`src/rtl/ahb_fifo_write.sv`:
```
`default_nettype none
// ============================================================================
// Module   : ahb_fifo_write
// Purpose  : JTAG data register that shifts host words in on TCK and pushes
//            them into the send FIFO, returning last-push status on capture.
// Revision : 1.0
// ============================================================================
module ahb_fifo_write #(
  parameter int DATA_WIDTH = 32,
  parameter int CNT_WIDTH  = 8
) (
  input  logic                  TCK,
  input  logic                  TRST,
  input  logic                  tlr_reset,
  input  logic                  dr_capture,
  input  logic                  dr_shift,
  input  logic                  dr_update,
  input  logic                  ahb_fifo_write_select,
  input  logic                  TDI,
  input  logic                  full,
  output logic                  TDO,
  output logic [DATA_WIDTH-1:0] wdata,
  output logic                  winc
);

  localparam int                  c_BCNT_W   = $clog2(DATA_WIDTH + 2);
  localparam logic [c_BCNT_W-1:0] c_WORD_LEN = c_BCNT_W'(DATA_WIDTH);
  localparam logic [c_BCNT_W-1:0] c_BCNT_MAX = c_BCNT_W'(DATA_WIDTH + 1);

  typedef enum logic [1:0] {
    ST_IDLE     = 2'd0,
    ST_CAPTURED = 2'd1,
    ST_SHIFTING = 2'd2,
    ST_PUSH_CHK = 2'd3
  } state_t;

  state_t                r_state;
  state_t                w_state_nxt;
  logic [DATA_WIDTH-1:0] r_sr;
  logic [DATA_WIDTH-1:0] r_wdata;
  logic [c_BCNT_W-1:0]   r_bit_cnt;
  logic [CNT_WIDTH-1:0]  r_push_cnt;
  logic                  r_ovf;
  logic                  r_len_err;
  logic                  r_winc;
  logic [DATA_WIDTH-1:0] w_status;
  logic                  w_update;
  logic                  w_accept;

  // Status word presented on the next scan after a push attempt
  always_comb begin
    w_status                  = '0;
    w_status[0]               = r_ovf;
    w_status[1]               = r_len_err;
    w_status[2]               = full;
    w_status[8 +: CNT_WIDTH]  = r_push_cnt;
  end

  // An update only counts once a capture has opened the current scan
  assign w_update = ahb_fifo_write_select && dr_update &&
                    ((r_state == ST_CAPTURED) || (r_state == ST_SHIFTING));
  assign w_accept = w_update && (r_bit_cnt == c_WORD_LEN) && !full;

  always_ff @(posedge TCK or posedge TRST) begin
    if (TRST) begin
      r_state <= ST_IDLE;
    end else if (tlr_reset) begin
      r_state <= ST_IDLE;
    end else begin
      r_state <= w_state_nxt;
    end
  end

  always_comb begin
    w_state_nxt = r_state;
    if (r_state == ST_PUSH_CHK) begin
      w_state_nxt = ST_IDLE;
    end
    if (ahb_fifo_write_select) begin
      if (dr_capture) begin
        w_state_nxt = ST_CAPTURED;
      end else begin
        case (r_state)
          ST_CAPTURED: begin
            if (dr_shift) begin
              w_state_nxt = ST_SHIFTING;
            end else if (dr_update) begin
              w_state_nxt = ST_PUSH_CHK;
            end
          end
          ST_SHIFTING: begin
            if (dr_update) begin
              w_state_nxt = ST_PUSH_CHK;
            end
          end
          default: ;
        endcase
      end
    end
  end

  always_ff @(posedge TCK or posedge TRST) begin
    if (TRST) begin
      r_sr       <= '0;
      r_wdata    <= '0;
      r_bit_cnt  <= '0;
      r_push_cnt <= '0;
      r_ovf      <= 1'b0;
      r_len_err  <= 1'b0;
      r_winc     <= 1'b0;
    end else if (tlr_reset) begin
      r_sr       <= '0;
      r_wdata    <= '0;
      r_bit_cnt  <= '0;
      r_push_cnt <= '0;
      r_ovf      <= 1'b0;
      r_len_err  <= 1'b0;
      r_winc     <= 1'b0;
    end else begin
      r_winc <= w_accept;
      if (ahb_fifo_write_select) begin
        if (dr_capture) begin
          r_sr      <= w_status;
          r_bit_cnt <= '0;
          r_ovf     <= 1'b0;
          r_len_err <= 1'b0;
        end else if (dr_shift) begin
          r_sr <= {TDI, r_sr[DATA_WIDTH-1:1]};
          if (r_bit_cnt != c_BCNT_MAX) begin
            r_bit_cnt <= r_bit_cnt + 1'b1;
          end
        end else if (w_update) begin
          if (r_bit_cnt != c_WORD_LEN) begin
            r_len_err <= 1'b1;
          end else if (full) begin
            r_ovf <= 1'b1;
          end else begin
            r_wdata    <= r_sr;
            r_push_cnt <= r_push_cnt + 1'b1;
          end
        end
      end
    end
  end

  assign TDO   = r_sr[0];
  assign wdata = r_wdata;
  assign winc  = r_winc;

endmodule
`default_nettype wire

```
`config.mk`:
```
export PLATFORM = sky130hd
export DESIGN_NAME = ahb_fifo_write
export DESIGN_NICKNAME = d
export VERILOG_FILES = /design/src/rtl/ahb_fifo_write.sv
export SDC_FILE = /design/constraint.sdc
export NUM_CORES = 1
export LEC_CHECK = 0
export BUFFER_PORTS_ARGS = -buffer_cell sky130_fd_sc_hd__buf_2
export CORE_MARGIN = 4
export CORE_UTILIZATION = 40
export CTS_CLUSTER_SIZE = 20
export DETAILED_ROUTE_END_ITERATION = 10
export PLACE_DENSITY = 0.67
export SLEW_MARGIN = 20
export SYNTH_ARGS = -nofsm -noshare
export SYNTH_HDL_FRONTEND = slang
export SYNTH_SLANG_ARGS = --single-unit
export TNS_END_PERCENT = 50
```
`constraint.sdc`:
```
create_clock -name TCK -period 2.6 [get_ports TCK]
set_input_delay 0.26 -clock TCK [delete_from_list [all_inputs] [get_ports TCK]]
set_output_delay 0.26 -clock TCK [all_outputs]
set_load 0.01 [all_outputs]
```
* After elaboration in Yosys (flattened, before gate mapping)
Index checks and enable logic that the tools add are counted.
Cells by class: add/subtract/negate cells 2, eq/ne operators 12, mux-type cells 44, reduce and logical (&&, ||, !) cells 18
Operators by type and width (number):
- $mux W32 | 11
- $mux W8 | 7
- $mux W6 | 5
- $reduce_bool A3 Y1 | 5
- $mux W1 | 14
- $mux W2 | 6
- $ne A6 B6 Y1 const B | 2
- $add A8 B1 Y8 const B | 1
- $ne A2 B2 Y1 const B | 4
- $add A6 B1 Y6 const B | 1
- $eq A6 B6 Y1 const B | 1
- $ne A3 B3 Y1 const B | 2
- $reduce_and A6 Y1 | 1
- $reduce_and A5 Y1 | 1
- $eq A2 B2 Y1 const B | 2
- $logic_and A1 B1 Y1 | 4
- $pmux W2 S2 | 1
- $reduce_and A4 Y1 | 1
- $reduce_bool A2 Y1 | 2
- $reduce_and A3 Y1 | 1
- $eq A2 B1 Y1 const B | 1
- $reduce_and A2 Y1 | 1
- $logic_not A1 Y1 | 1
- $logic_or A1 B1 Y1 | 1
Word-level totals: register bits after elaboration 83, bits of input ports 9, output and inout port bits 34, word-level logic and storage cells 84

* Longest topological paths before layout
word-level depth 8, mapped depth 8

* Worst setup path before layout
OpenSTA, ideal clock, no wires.
path type flip-flop to flip-flop, start point register r_state[0], end point register r_push_cnt[5], setup time 0.078 ns, arrival 1.819 ns, data required time 2.522 ns, slack 0.703 ns, stages on the path, launching flop included 7, buffers on the path 0, period minus slack after synthesis 1.897 ns, cell sequence dfrtp_1 inv_1 ha_1 and4bb_2 nand4b_4 or4_1 a21oi_1
Between the ends: word-level cells in the longest chain between the ends 5, elaborated cells on any way between the ends 6, those cells by class 2 x eq/ne; 4 x reduce/logical
RTL lines:
- from (decl) | RTL line 37 | state_t r_state;
- from (signal assigned) | RTL line 70 | r_state <= w_state_nxt;
- $eq A2 B1 Y1 or $eq A2 B2 Y1 (tied branches) | RTL line 61 | ((r_state == ST_CAPTURED) || (r_state == ST_SHIFTING));
- $logic_or A1 B1 Y1 (*) | RTL line 61
- $logic_and A1 B1 Y1 (*) | RTL line 60 | assign w_update = ahb_fifo_write_select && dr_update &&
- $reduce_bool A2 Y1 (no line) (*)
- $reduce_and A6 Y1 (no line) (*)
- to (signal assigned) | RTL line 139 | r_push_cnt <= r_push_cnt + 1'b1;
- to (decl) | RTL line 42 | logic [CNT_WIDTH-1:0] r_push_cnt;
Every way passes the cells marked *; elsewhere a longest branch is shown, timed or not. A chain may end at the register's enable or synchronous reset.

* Final worst setup path
start point register r_state[0], end point register r_push_cnt[3]
The elaborated chain is that of the path after synthesis.

==> qor_table.md <==
| Item | This run | Unit |
|:---|:---|:---|
| Startpoint of the most critical register-to-register path | r_state[0] | - |
| Share of the yosys chip area belonging to registers | 56.25 | % |
| Hold EP | winc | - |
| Cell variety after synth | 30 | - |
| CTS tree | built | - |
| Biggest area contributors in the synthesized netlist | sky130_fd_sc_hd__dfrtp_1, sky130_fd_sc_hd__nand2_1, sky130_fd_sc_hd__a21oi_1 | - |
| Per-cell routed wire length | 14.51 | µm |
| Period Utilization, post-route | 80.52 | % |
| Combined buffer and inverter count along the critical path | 2 | - |
| Static Leak | 2.028 | nW |
| # diodes | 0 | - |
| Highest-count cells in the layout ignoring fill and taps | sky130_fd_sc_hd__nand2_1, sky130_fd_sc_hd__dfrtp_1, sky130_fd_sc_hd__a21oi_1 | - |
| Iteration-0 DRC Markers | 114 | - |
| Syn-to-layout area delta | 13.89 | % |
| Max-cap violations | 0 | - |
| Number of setup violations in the final report | 0 | - |
| Max Clock Freq | 477.7 | MHz |
| Highest-delay cell along the critical path | sky130_fd_sc_hd__and4bb_2 | - |
| Mapped Area | 0.003692 | mm² |
| Worst setup path startpoint | r_state[0] | - |
| Post-layout nets | 453 | - |
| GR Overflow Total | 0 | - |
| Crit. End Element | flop | - |
| Gate count of the mapped netlist | 399 | - |
| Die ar. | 0.01083 | mm² |
| DRC violations left | 0 | - |
| Capture point of the worst reg-to-reg path | r_push_cnt[3] | - |
| Count of final max-slew check failures | 0 | - |
| Leading cell type in the layout, fill and taps excluded | sky130_fd_sc_hd__nand2_1 | - |
| Transition time at the pin with the least slew margin | 674.1 | ps |
| Maximum number of buffers from clock root to sink | 2 | - |
| Max stage delay on crit path | 370 | ps |
| Status | finished clean | - |
| Clock sink total | 83 | - |
| Routability-driven placement congestion ratio | 0.8147 | - |
| Post-Route Skew | 10.23 | ps |
| Arrival time of the worst setup path | 2370 | ps |
| Total half-perimeter wirelength after legalization and detailed placement | 5.225 | mm |
| Starting Density | 41.73 | % |
| Via count of the first global-routing pass | 2900 | - |
| Area of the placeable core | 0.008848 | mm² |
| Die Y-Extent | 104.1 | µm |
| Setup repair after global routing missed its margin | false | - |
| Cell row count | 34 | - |
| Worst R2R Path Depth | 7 | - |
| Initial antenna violation count | 0 | - |
| CP Launch Type | flop | - |
| Hold Path Origin | full | - |
| List of cells traversed by the critical path | inv_1 -> ha_1 -> and4bb_2 -> nand4b_4 -> buf_4 -> or3_1 -> a21oi_1 | - |
| Total number of H-tree levels | 3 | - |
| Number of port buffers | 42 | - |
| Overall routing resource usage | 15.64 | % |
| Synthesis Warnings | 0 | - |
| Wire length of the first global-routing pass | 13.98 | mm |
| Post-layout util | 47.53 | % |
| Critical Path RT | 2870 | ps |
| R2R Setup Slk | 510 | ps |
| Cell family contributing the most delay on the critical path | simple AND/OR/NAND/NOR gates | - |
| Share of post-route cells with drive strength above 1 | 16.06 | % |
| Setup Fix Bufs, Post-CTS | 0 | - |
| Type of the tightest min-delay check | primary input to flop | - |
| Number of flip-flops and latches in the synthesized netlist | 83 | - |
| Clock latency on the worst-skew pair | 350 | ps |
| Setup total negative slack | 0 | ps |
| Routed vias/inst | 5.251 | - |
| Fraction of synthesized cell area taken by the top area cell type | 56.25 | % |
| Maximum number of pins on one net before global-route repair | 51 | - |
| Root buf cell | sky130_fd_sc_hd__clkbuf_8 | - |
| Final WL | 7.981 | mm |
| Final hold vios | 0 | - |
| Depth of the worst hold-timing path | 2 | - |
| Dominant cell type by area after synthesis | sky130_fd_sc_hd__dfrtp_1 | - |
| CTS clk-pin slew, worst paths | 80 | ps |
| Critical path depth in cells | 7 | - |
| Via Count | 2888 | - |
| Pwr per Cell Area | 539.3 | mW/mm² |
| Top-Level Pins | 43 | - |
| Post-route antenna net violation count | 0 | - |
| Die X-Extent | 104.1 | µm |
| Total clock buffers created by CTS | 9 | - |
| Length of the first detailed-routing pass in iterations | 4 | - |
| Synthesized area divided by synthesized cell count | 9.254 | µm² |
| Maximum resistive drop on vdd | 0.0002235 | V |
| Clock period minus worst slack | 2094 | ps |
| Syn nets | 415 | - |
| Crit-path max FO | 20 | - |
| Worst rel slew slack | 55.01 | % |
| Kind of critical path | flop to flop | - |
-- routing by layer --
layer  global-route usage [%]  vias up  part of all wire [%]
met5                        0        -                     0
met4                    4.558        0                  0.60
met3                    3.724        2                   4.6
met2                    26.46       64                    50
met1                    19.97     1415                    45
li1                         -     1407                     -
-- synth_stat cells --
library cell and instances:
sky130_fd_sc_hd__a21oi_1 44, sky130_fd_sc_hd__and4b_1 1, sky130_fd_sc_hd__buf_2 7, sky130_fd_sc_hd__nand3b_1 1, sky130_fd_sc_hd__or4_1 3, sky130_fd_sc_hd__nand4b_1 1, sky130_fd_sc_hd__mux2i_1 11, sky130_fd_sc_hd__nor4b_4 1
sky130_fd_sc_hd__and4bb_2 1, sky130_fd_sc_hd__buf_1 6, sky130_fd_sc_hd__nor2_1 9, sky130_fd_sc_hd__nand2_1 133, sky130_fd_sc_hd__inv_1 10, sky130_fd_sc_hd__xnor2_1 4, sky130_fd_sc_hd__nand3_1 27, sky130_fd_sc_hd__nand4b_4 1
sky130_fd_sc_hd__nor4_1 1, sky130_fd_sc_hd__a211oi_1 2, sky130_fd_sc_hd__clkbuf_1 12, sky130_fd_sc_hd__dfrtp_1 83, sky130_fd_sc_hd__and2_1 2, sky130_fd_sc_hd__nor2b_1 2, sky130_fd_sc_hd__nand4_1 1, sky130_fd_sc_hd__o31ai_1 15
sky130_fd_sc_hd__and3_1 1, sky130_fd_sc_hd__ha_1 7, sky130_fd_sc_hd__o21ai_0 9, sky130_fd_sc_hd__or3_1 2, sky130_fd_sc_hd__o21a_1 1, sky130_fd_sc_hd__a41oi_1 1
-- power by group --
part | total, mW | leakage (nW) | internal (mW) | switching, mW
Combinational | 0.126 | 0.775 | 0.0318 | 0.0944
Clock | 0.839 | 0.0960 | 0.373 | 0.466
Sequential | 1.30 | 1.16 | 1.30 | 0.00682
Total | 2.27 | 2.03 | 1.70 | 0.567
-- final cells by class --
cell class / count / area [µm²]
repair buffers: 52 / 300.3
inverters: 10 / 38.79
multi-input cells: 281 / 1475
well taps: 108 / 135.1
flip-flops and latches: 83 / 2077
clock inverters: 6 / 41.29
fillers: 862 / 4643
clock buffers: 10 / 137.6
-- worst max path at each step --
stage | end | slack, ps
6_report | r_push_cnt[3] | 510
5_1_grt | r_push_cnt[3] | 360
4_1_cts | r_push_cnt[3] | 490
3_5_place_dp | r_push_cnt[3] | 530
3_3_place_gp | r_push_cnt[3] | 560
2_1_floorplan | r_bit_cnt[0] | 200
-- state kept, by name (all words and copies together) (netlist names) --
signal      cells
r_bit_cnt       6
r_state         2
r_ovf           1
r_len_err       1
r_push_cnt      8
winc            1
r_sr           32
wdata          32
-- cells by family (layout without fill, tap and decap cells) --
kind of cell	count (synthesis)	in the layout	share of synthesized area [%]
flip-flops	83	83	56.25
AO/OA/AOI/OAI	72	72	11.08
XOR/XNOR	4	4	0.9487
AND/OR/NAND/NOR	187	187	22.57
multiplexers	11	11	2.982
adder cells (fa/ha/maj)	7	7	2.372
buffers and inverters	35	78	3.795
-- timing repair --
action	CTS	global route
hold endpoints to repair	36	0
hold buffers	1	0
gates resized for setup	0	0
-- through the flow --
| step | instance area [µm²] | power [mW] | hold slack (ps) | cells | setup slack (ps) |
|---|---|---|---|---|---|
| after floorplan | 3692 | 1.414 | 330.1 | 399 | 203.2 |
| after global placement | 4016 | 1.453 | 371.6 | 533 | 562.4 |
| after detailed placement | 4016 | 1.456 | 382.2 | 533 | 531.5 |
| after CTS | 4205 | 2.301 | 116.0 | 550 | 491.8 |
| after global routing | 4205 | 2.381 | 116.9 | 550 | 364.5 |
| final | 4205 | 2.268 | 126.8 | 550 | 506.5 |
Note: power is estimated with default switching activity, not from simulation.
